==> config.mk <==
export PLATFORM = sky130hd
export DESIGN_NAME = sb_param_cfg
export DESIGN_NICKNAME = d
export VERILOG_FILES = /design/src/rtl/sb_cfg_pkg.sv /design/src/rtl/sb_cfg_chain.sv /design/src/rtl/sb_param_cfg.sv
export SDC_FILE = /design/constraint.sdc
export NUM_CORES = 1
export LEC_CHECK = 0
export CAP_MARGIN = 20
export CORE_MARGIN = 10
export CORE_UTILIZATION = 59
export DETAILED_ROUTE_END_ITERATION = 10
export PLACE_DENSITY_LB_ADDON = 0.25
export SYNTH_ARGS = -nofsm -noshare
export SYNTH_HDL_FRONTEND = slang
export SYNTH_SLANG_ARGS = --single-unit
==> constraint.sdc <==
create_clock -name prog_clk -period 8.51 [get_ports prog_clk]
set_input_delay 1.702 -clock prog_clk [delete_from_list [all_inputs] [get_ports prog_clk]]
set_output_delay 1.702 -clock prog_clk [all_outputs]
set_load 0.05 [all_outputs]
==> src/rtl/sb_cfg_pkg.sv <==
// Shared constants and width helpers for the switch-block configuration fabric.
package sb_cfg_pkg;

  localparam int SEL_PASS    = 0;
  localparam int SEL_TOP_PAD = 1;

  function automatic int sel_width(input int num_inpad);
    return $clog2(num_inpad + 1);
  endfunction

  function automatic int chain_length(input int chan_width, input int sel_w);
    return 2 * chan_width * sel_w;
  endfunction

endpackage

==> src/rtl/sb_cfg_chain.sv <==
// Serial configuration chain with saturating bit counter and done flag.
// Optional shadow register for glitch-free reconfiguration: SB_CFG_SHADOW_EN.
module sb_cfg_chain
  import sb_cfg_pkg::*;
#(
  parameter int CHAIN_LEN = 96
) (
  input  logic                 prog_clk,
  input  logic                 prog_reset,
  input  logic                 ccff_head,
  input  logic                 ccff_en,
  input  logic                 cfg_commit,
  output logic [CHAIN_LEN-1:0] active_cfg,
  output logic                 cfg_valid,
  output logic                 cfg_done,
  output logic                 ccff_tail
);

  localparam int CNT_W = $clog2(CHAIN_LEN + 1);

  logic [CHAIN_LEN-1:0] cfg_q, cfg_d;
  logic [CNT_W-1:0]     count_q, count_d;
  logic                 done_q, done_d;

  always_comb begin
    cfg_d   = cfg_q;
    count_d = count_q;
    if (ccff_en) begin
      cfg_d = {cfg_q[CHAIN_LEN-2:0], ccff_head};
      if (count_q != CNT_W'(CHAIN_LEN)) begin
        count_d = count_q + 1'b1;
      end
    end
    done_d = (count_d == CNT_W'(CHAIN_LEN));
  end

  always_ff @(posedge prog_clk or posedge prog_reset) begin
    if (prog_reset) begin
      cfg_q   <= '0;
      count_q <= '0;
      done_q  <= 1'b0;
    end else begin
      cfg_q   <= cfg_d;
      count_q <= count_d;
      done_q  <= done_d;
    end
  end

  assign cfg_done  = done_q;
  assign ccff_tail = cfg_q[CHAIN_LEN-1];

`ifdef SB_CFG_SHADOW_EN
  logic [CHAIN_LEN-1:0] shadow_q, shadow_d;
  logic                 valid_q, valid_d;

  // Commit samples the chain as it stood before any shift on the same edge.
  always_comb begin
    shadow_d = shadow_q;
    valid_d  = valid_q;
    if (cfg_commit && done_q) begin
      shadow_d = cfg_q;
      valid_d  = 1'b1;
    end
  end

  always_ff @(posedge prog_clk or posedge prog_reset) begin
    if (prog_reset) begin
      shadow_q <= '0;
      valid_q  <= 1'b0;
    end else begin
      shadow_q <= shadow_d;
      valid_q  <= valid_d;
    end
  end

  assign active_cfg = shadow_q;
  assign cfg_valid  = valid_q;
`else
  logic unused_commit;
  assign unused_commit = cfg_commit;
  assign active_cfg    = cfg_q;
  assign cfg_valid     = done_q;
`endif

endmodule

==> src/rtl/sb_param_cfg.sv <==
// Parameterised switch block: routing muxes driven by the configuration chain.
// Optional shadow-register build selected with SB_CFG_SHADOW_EN.
module sb_param_cfg
  import sb_cfg_pkg::*;
#(
  parameter int CHAN_WIDTH = 12,
  parameter int NUM_INPAD  = 9
) (
  input  logic                  prog_clk,
  input  logic                  prog_reset,
  input  logic                  ccff_head,
  input  logic                  ccff_en,
  input  logic                  cfg_commit,
  input  logic [CHAN_WIDTH-1:0] chany_top_in,
  input  logic [CHAN_WIDTH-1:0] chanx_right_in,
  input  logic                  top_inpad,
  input  logic [NUM_INPAD-1:0]  right_inpad,
  output logic [CHAN_WIDTH-1:0] chany_top_out,
  output logic [CHAN_WIDTH-1:0] chanx_right_out,
  output logic                  ccff_tail,
  output logic                  cfg_done
);

  localparam int SEL_W     = sel_width(NUM_INPAD);
  localparam int CHAIN_LEN = chain_length(CHAN_WIDTH, SEL_W);
  localparam int NUM_CAND  = 2 ** SEL_W;

  logic [CHAIN_LEN-1:0] active_cfg;
  logic                 cfg_valid;

  sb_cfg_chain #(
    .CHAIN_LEN (CHAIN_LEN)
  ) u_chain (
    .prog_clk   (prog_clk),
    .prog_reset (prog_reset),
    .ccff_head  (ccff_head),
    .ccff_en    (ccff_en),
    .cfg_commit (cfg_commit),
    .active_cfg (active_cfg),
    .cfg_valid  (cfg_valid),
    .cfg_done   (cfg_done),
    .ccff_tail  (ccff_tail)
  );

  // Each track indexes a candidate vector covering every select code, so
  // unused codes land on a hard zero instead of a priority chain.
  genvar gi, gk;
  generate
    for (gi = 0; gi < CHAN_WIDTH; gi++) begin : g_top
      logic [SEL_W-1:0]    sel;
      logic [NUM_CAND-1:0] cand;
      assign sel = active_cfg[gi*SEL_W +: SEL_W];
      for (gk = 0; gk < NUM_CAND; gk++) begin : g_cand
        if (gk == SEL_PASS) begin : g_pass
          assign cand[gk] = chanx_right_in[(gi + 1) % CHAN_WIDTH];
        end else if (gk == SEL_TOP_PAD) begin : g_pad
          assign cand[gk] = top_inpad;
        end else begin : g_zero
          assign cand[gk] = 1'b0;
        end
      end
      assign chany_top_out[gi] = cfg_valid & cand[sel];
    end

    for (gi = 0; gi < CHAN_WIDTH; gi++) begin : g_right
      logic [SEL_W-1:0]    sel;
      logic [NUM_CAND-1:0] cand;
      assign sel = active_cfg[(CHAN_WIDTH + gi)*SEL_W +: SEL_W];
      for (gk = 0; gk < NUM_CAND; gk++) begin : g_cand
        if (gk == SEL_PASS) begin : g_pass
          assign cand[gk] = chany_top_in[(gi + CHAN_WIDTH - 1) % CHAN_WIDTH];
        end else if (gk <= NUM_INPAD) begin : g_pad
          assign cand[gk] = right_inpad[(gi + gk - 1) % NUM_INPAD];
        end else begin : g_zero
          assign cand[gk] = 1'b0;
        end
      end
      assign chanx_right_out[gi] = cfg_valid & cand[sel];
    end
  endgenerate

endmodule

Word level (Yosys, flattened, before mapping) --
Index checks and enable logic that the tools add are counted.
Cells by class: multipliers 0, eq/ne operators 2, div/mod/pow operators 0, magnitude comparators 24, reductions and logical operators 0, shift operators 0, bitwise operators 24, $add $sub $neg 1, mux-type cells 50
Operators by type and width (count):
- < comparator 4 x 5 -> 1 bit (second input constant) | 24
- binary-select mux 1 bit (select 4 bit) | 24
- AND 1 bit | 24
- 2-to-1 mux 1 bit | 24
- 2-to-1 mux 7 bit | 2
- adder 7 x 1 -> 7 bit (second input constant) | 1
- == test 7 bit (second input constant) | 1
- != test 7 bit (second input constant) | 1
Storage, ports and cells: memories 0, output and inout port bits 26, bits in read-only memories 0, bits in writable memories 0, bits of input ports 39, bits in latches 0, register bits 104

Logic depth before layout (Yosys ltp) --
Gate-level depths: netlist of run 1.
word-level depth 4, mapped depth 6, depth with buffers taken out 6

By module --
A second synthesis of run 1 with hierarchy kept.
Unflattened totals: cell total of the unflattened synthesis 417, area total of the unflattened synthesis 5471.5 µm²
By module, submodules not included:
- sb_cfg_chain | cells an instance 256, area an instance 4036.4 µm², times used 1
- sb_param_cfg | cells an instance 161, area an instance 1435.1 µm², times used 1

Least setup slack after synthesis of run 1 --
No wires, ideal clock.
path kind in2out, start point input port top_inpad, end point output port chany_top_out[0], stages on the path 3, data arrival time 3.518 ns, path slack 3.290 ns, path through clkbuf_1 -> mux2i_1 -> nor4_1
Between the ends: longest elaborated chain between the ends 3
RTL lines:
- from (decl) | RTL line sb_param_cfg.sv:16 | input logic top_inpad,
- binary-select mux 1 bit (select 4 bit) | RTL line sb_param_cfg.sv:62 | assign chany_top_out[gi] = cfg_valid & cand[sel];
- 2-to-1 mux 1 bit (implied by the code) | RTL line sb_param_cfg.sv:62
- AND 1 bit | RTL line sb_param_cfg.sv:62
- to (decl) | RTL line sb_param_cfg.sv:18 | output logic [CHAN_WIDTH-1:0] chany_top_out,
Every way passes these cells. The select of a mux whose other input is x is not followed.

Final worst setup path of run 1 --
start point input port right_inpad[8], end point output port chanx_right_out[0]
Between the ends: longest elaborated chain between the ends 3
RTL lines:
- from (decl) | RTL line sb_param_cfg.sv:17 | input logic [NUM_INPAD-1:0] right_inpad,
- binary-select mux 1 bit (select 4 bit) | RTL line sb_param_cfg.sv:78 | assign chanx_right_out[gi] = cfg_valid & cand[sel];
- 2-to-1 mux 1 bit (implied by the code) | RTL line sb_param_cfg.sv:78
- AND 1 bit | RTL line sb_param_cfg.sv:78
- to (decl) | RTL line sb_param_cfg.sv:19 | output logic [CHAN_WIDTH-1:0] chanx_right_out,
Every way passes these cells. The select of a mux whose other input is x is not followed.

==> metrics.md, run 1 <==
| Metric | Value |
|---|---|
| Status | `finished clean` |
| Reg2Reg Launch Point | `u_chain.count_q[0]` |
| CTS tree | `done` |
| Max-cap violations | `0` |
| Hold EP | `u_chain.count_q[6]` |
| Clock skew | `roughly 0.013 ns` |
| Met3 WL | `~730 µm` |
| CTS Hold Bufs | `0` |
| Tightest Hold Check Type | `reg2reg` |
| WHS Path Cells | `1` |
| Number of port buffers | `63` |
| Routed met2 length | `between 5000 and 6000 µm` |
| Site Rows | `34` |
| Final layout net count | `just under 500` |
| H-Tree Depth | `3` |
| Drt drc | `0` |
| CTS Root Cell | `clkbuf_8` |
| Via-per-instance ratio | `between 6 and 7` |
| Max Buffers Root-to-Sink | `2` |
| Netlist cell types | `28` |
| GR Overflow Total | `0` |
| Yosys Warn Count | `0` |
| PwrDens | `224 mW/mm²` |
| Reg2reg end | `u_chain.cfg_done` |
| DR vias | `around 3400` |
| R2R depth | `6` |
| Non-Filler Instances | `approximately 560` |
| Global placer's final weighted congestion | `0.796` |
| Crit-path most repeated cell | `clkdlybuf4s50_1` |
| Final worst path period need | `approximately 6 ns` |
| Commonest non-fill, non-tap cell in the layout | `dfrtp_1` |
| Fillers | `around 630` |
| CP Capture Type | `output pin` |
| Kind of critical path | `in2out` |
| First-pass GRT wire length | `18400 µm` |
| Initial Utilization | `about three fifths` |
| Worst slew pin tran | `0.924 ns` |
| Layout cells sized above 1 | `30.8%` |
| Total core area | `~0.0088 mm²` |
| Largest stage delay on the critical path | `between 0.8 and 0.9 ns` |
| Initial DRT Pass Iterations | `4` |
| Gr usage total | `roughly 17%` |
| RSZ-0062 raised after global routing | `no` |
| Required time worst endpoint | `between 6 and 7 ns` |
| Post-DRT Antenna Nets | `0` |
| Vias in the first global route | `3528` |
| Top_reg_cell synth | `dfrtp_1` |
| Max Clk Rate | `about 0.17 GHz` |
| Sequential area share after synthesis | `around half` |
| Highest routed layer | `met4` |
| Flop2flop setup slack | `about 6.7 ns` |
| Mapped Area | `roughly 0.0053 mm²` |
| Number of synthesized register bits | `around 100` |
| Area delta synth->final | `17.0%` |
| Max_slew headroom | `38.4%` |
| Boundary Pins | `65` |
| Mapped Cells | `a little under 400` |
| HPWL Detailed | `roughly 7200 µm` |
| VDD IR-drop max | `about 0.00016 V` |
| Antenna violations before repair | `0` |
| Cell count after placement | `approximately 550` |
| Drt first-iter violations | `between 150 and 200` |
| DR WL/cell | `between 15 and 20 µm` |
| Syn nets | `between 400 and 500` |
| Die X | `115 µm` |
| Asr flop ratio synth | `100%` |
| Synth Area per Inst | `approximately 13 µm²` |
| Leak pwr | `2.63 nW` |
| Wire length after detailed routing | `between 10000 and 15000 µm` |
| Setup TNS | `0 ns` |
| Clock-pin slew on the worst setup and hold paths | `0.09 ns` |
| CP Launch Type | `input port` |
| Area of placed instances | `0.00602 mm²` |
| Antenna Cells | `0` |
| Worst-path cell chain | `clkdlybuf4s50_1 > mux2i_1 > nor4_1 > a31oi_1 > a21boi_0 > clkdlybuf4s50_1` |
| Arr. time, crit path | `4.15 ns` |
| Design Area, Final | `0.00625 mm²` |
| Die height | `about 120 µm` |
| Largest net degree at the start of global routing | `75` |
| Max FO, Critical Path | `12` |
| WP depth | `6` |
| Hold path start | `u_chain.count_q[6]` |
| Post-synth EDFFs | `0` |
| Die ar. | `0.0133 mm²` |
| Skew-Pair Late Insertion Delay | `about 0.37 ns` |
| Most frequent cells in the layout | `dfrtp_1 (104), mux2_2 (93), clkdlybuf4s50_1 (62)` |
| Crit path buffers/inverters | `2` |
| # Post-CTS Setup Buffers | `0` |
| Setup violations, final | `0` |
| Post-CTS sizing | `0` |
| Final period util | `slightly below 70%` |
| CP max-delay cell | `clkdlybuf4s50_1` |
| CTS Buf Count | `9` |
| CTS Sinks | `104` |
| Layout Utilization | `around 71%` |
| M1 WL | `around 4700 µm` |
| Final hold violation count | `0` |
| CP delay by family, top | `buffers and inverters` |
| Final Max Tran Viols | `0` |
| Worst hold slack | `between 0.4 and 0.5 ns` |
## layer usage
layer	global-route usage [%]	vias up
li1	-	1580
met1	22.4	1752
met2	28.0	99
met3	4.74	13
met4	4.13	0
met5	0	-
## state kept, by name, indices dropped and copies added, names as in the netlist
| name | flops |
|---|---|
| u_chain.active_cfg | 96 |
| u_chain.count_q | 7 |
| u_chain.cfg_done | 1 |
## logic make-up after synthesis
group,count (synthesis),synth area share [%]
compound gates,24,3.09
simple gates,78,8.13
fa+ha+maj,2,0.469
buf+inv,33,2.58
xor+xnor,5,0.820
mux,151,36.1
flops,104,48.8
## cells in the mapped netlist (2+ instances only)
library cell	instances	area (µm²)
a21boi_0	4	30.0
nand3_1	10	50.1
nor3_1	9	45.0
mux2i_1	33	330
a31oi_1	4	25.0
nand2b_1	20	125
ha_1	2	25.0
xnor2_1	4	35.0
nor4_1	16	100
nor2_1	8	30.0
clkbuf_1	13	48.8
o21ai_0	13	65.1
nand2_1	10	37.5
mux4_2	24	541
mux2_2	93	1050
buf_2	11	55.1
inv_1	9	33.8
dfrtp_1	104	2600
## worst max path at each step
| stage | end | slack (ns) | start |
|---|---|---|---|
| 5_1_grt | chanx_right_out[0] | 2.55 | right_inpad[7] |
| 6_report | chanx_right_out[0] | 2.66 | right_inpad[8] |
| 3_3_place_gp | chanx_right_out[0] | 2.77 | right_inpad[5] |
| 3_5_place_dp | chanx_right_out[0] | 2.73 | right_inpad[0] |
| 4_1_cts | chanx_right_out[0] | 2.73 | right_inpad[8] |
| 2_1_floorplan | chany_top_out[0] | 3.29 | top_inpad |
## worst register-to-register path: stages, from the launching register on
cell	delay [ns]
dfrtp_1	0.44
inv_1	0.10
ha_1	0.15
nand2_1	0.09
o41ai_4	0.38
mux2_1	0.37
and4bb_1	0.20
## layout make-up
cell class              instances  area, µm²  area share [%]
flip-flops and latches        104       2600            41.7
well taps                     108        135            2.16
repair buffers                 66        651            10.4
clock buffers                   9        124            1.98
multi-input cells             260       2600            41.6
inverters                       9       36.3           0.581
clock inverters                 7        101            1.62
## power by group
part           total (W)  internal [W]  switching, W
registers       0.000730      0.000607      0.000124
clock network   0.000343      0.000169      0.000174
logic           0.000329      0.000206      0.000123
## stage by stage
stage / worst slack, ns / total power [W]
2_1_floorplan: 3.29 / 0.000973
3_3_place_gp: 2.77 / 0.00105
3_5_place_dp: 2.73 / 0.00107
4_1_cts: 2.73 / 0.00142
5_1_grt: 2.55 / 0.00148
6_report: 2.66 / 0.00140
Note: power is estimated with default switching activity, not from simulation.
==> run 2: changes to the inputs <==
Settings changed: CORE_UTILIZATION 59 to 56.
Clock period 8.51 ns to 5.71 ns, I/O delays scaled along.
==> run 2 against run 1 <==
Largest cell class unchanged. Combinational power grew 47%. Power grew 47%. Critical path depth shrank 1. Critical endpoint is now chanx_right_out[10]. First-iteration DRC count grew 1.1%. Hold slack gained 0.0025 ns.
==> metrics.md, run 2 (synthesis results as in run 1) <==
| Metric | Value |
|---|---|
| Status | `finished clean` |
| Non-Filler Instances | `584` |
| Max FO, Critical Path | `12` |
| Number of port buffers | `63` |
| Max reg flops | `96` |
| Tightest Hold Check Type | `reg2reg` |
| H-Tree Depth | `3` |
| CP Launch Type | `input port` |
| RSZ-0062 raised after global routing | `no` |
| Max-cap violations | `0` |
| Area delta synth->final | `17.4%` |
| Final worst path period need | `slightly below 5 ns` |
| Layout cells sized above 1 | `between 30% and 40%` |
| HPWL Detailed | `between 7000 and 8000 µm` |
| Worst slew pin tran | `between 0.9 and 1 ns` |
| Die X | `118 µm` |
| Most frequent cells in the layout | `dfrtp_1 (104), mux2_2 (93), clkdlybuf4s50_1 (62)` |
| CTS Buf Count | `9` |
| Kind of critical path | `in2out` |
| Area of the multi-input gates | `about 0.0026 mm²` |
| DR WL/cell | `between 15 and 20 µm` |
| CP max-delay cell | `clkdlybuf4s50_1` |
| CTS tree | `done` |
| Antenna violations before repair | `0` |
| Skew-Pair Late Insertion Delay | `around 0.37 ns` |
| Site Rows | `35` |
| Worst-path cell chain | `clkdlybuf4s50_1 > mux4_2 > mux2i_1 > o21ai_0 > clkdlybuf4s50_1` |
| Setup violations, final | `0` |
| Total core area | `between 0.009 and 0.01 mm²` |
| DR vias | `3438` |
| Gr usage total | `between 15 and 20%` |
| Final Max Tran Viols | `0` |
| Setup TNS | `0 ns` |
| Largest stage delay on the critical path | `0.89 ns` |
| VDD IR-drop max | `between 0.0002 and 0.00025 V` |
| Die ar. | `roughly 0.014 mm²` |
| Largest net degree at the start of global routing | `76` |
| PwrDens | `~330 mW/mm²` |
| Arr. time, crit path | `around 3.7 ns` |
| Crit path buffers/inverters | `2` |
| Initial DRT Pass Iterations | `4` |
| Boundary Pins | `65` |
| Drt first-iter violations | `between 150 and 200` |
| First-pass GRT wire length | `roughly 19000 µm` |
| Max Buffers Root-to-Sink | `2` |
| Layout Utilization | `about two thirds` |
| CTS Hold Bufs | `0` |
| Initial Utilization | `between 50% and 60%` |
| Via-per-instance ratio | `5.89` |
| Post-CTS sizing | `0` |
| Leak pwr | `2.63 nW` |
| Final hold violation count | `0` |
| Final period util | `approximately 84%` |
| Vias in the first global route | `3558` |
| Wire length after detailed routing | `about 11000 µm` |
| CTS Sinks | `104` |
| Reg area | `around 0.0026 mm²` |
| Max Clk Rate | `between 0.2 and 0.25 GHz` |
| Die height | `around 120 µm` |
| CTS Root Cell | `clkbuf_8` |
| Cell count after placement | `568` |
| Worst hold slack | `approximately 0.5 ns` |
| Final layout net count | `491` |
| Clock skew | `a little under 0.008 ns` |
| CP Capture Type | `output pin` |
| Crit-path most repeated cell | `clkdlybuf4s50_1` |
| Antenna Cells | `0` |
| Clock-pin slew on the worst setup and hold paths | `~0.090 ns` |
| Required time worst endpoint | `about 4.6 ns` |
| GR Overflow Total | `0` |
| # Post-CTS Setup Buffers | `0` |
| Drt drc | `0` |
| Fillers | `approximately 700` |
| Max_slew headroom | `38.4%` |
| Commonest non-fill, non-tap cell in the layout | `dfrtp_1` |
| CP delay by family, top | `buffers and inverters` |
| Global placer's final weighted congestion | `a little under 0.8` |
| Pwr Total | `0.00206 W` |
| Post-DRT Antenna Nets | `0` |
[run 2: changes by cell type in the layout (fill, tap and decap cells not counted), sizes merged]
cell	before	now
inv	12	9
clkbuf	9	12
clkinv	1	2
bufinv	2	1
[run 2: cell type report]
| cell class | instances | area share [%] |
|---|---|---|
| sequential | 104 | 41.5 |
| multi-input combinational | 260 | 41.5 |
| timing repair buffer | 66 | 10.4 |
| clock buffer | 12 | 2.64 |
| tap | 129 | 2.58 |
| clock inverter | 4 | 0.819 |
| inverter | 9 | 0.579 |
[run 2: power by group]
part | leakage (nW) | switching [W] | internal, W
clock | 0.109 | 0.000247 | 0.000239
combinational | 1.14 | 0.000177 | 0.000306
sequential | 1.38 | 0.000186 | 0.000904
[run 2: per-stage QoR]
stage                     setup slack, ns  instance area, µm²
after floorplan                      1.61                5340
after detailed placement            0.991                6050
after CTS                           0.962                6260
after global routing                0.837                6260
final                               0.908                6260
after global placement               1.05                6050
[run 2: worst paths after layout]
check                                   startpoint                     end  slack (ns)  cells after the start
worst max-delay path                right_inpad[7]     chanx_right_out[10]        0.91                      5
worst min-delay path            u_chain.count_q[6]      u_chain.count_q[6]        0.50                      1
worst max register to register  u_chain.count_q[0]        u_chain.cfg_done        3.87                      6
worst min register to register  u_chain.count_q[6]      u_chain.count_q[6]        0.50                      1
max in group asynchronous               prog_reset  u_chain.active_cfg[86]        3.44                      3
min in group asynchronous               prog_reset  u_chain.active_cfg[75]        1.32                      2
[run 2: per-layer routing]
metal  up-vias  part of all wire [%]  track usage (%)
met5         -                     0                0
met4         0                   1.5             5.26
met3        12                   3.7             3.41
met2        75                    49             26.7
met1      1767                    46             21.4
li1       1584                     -                -
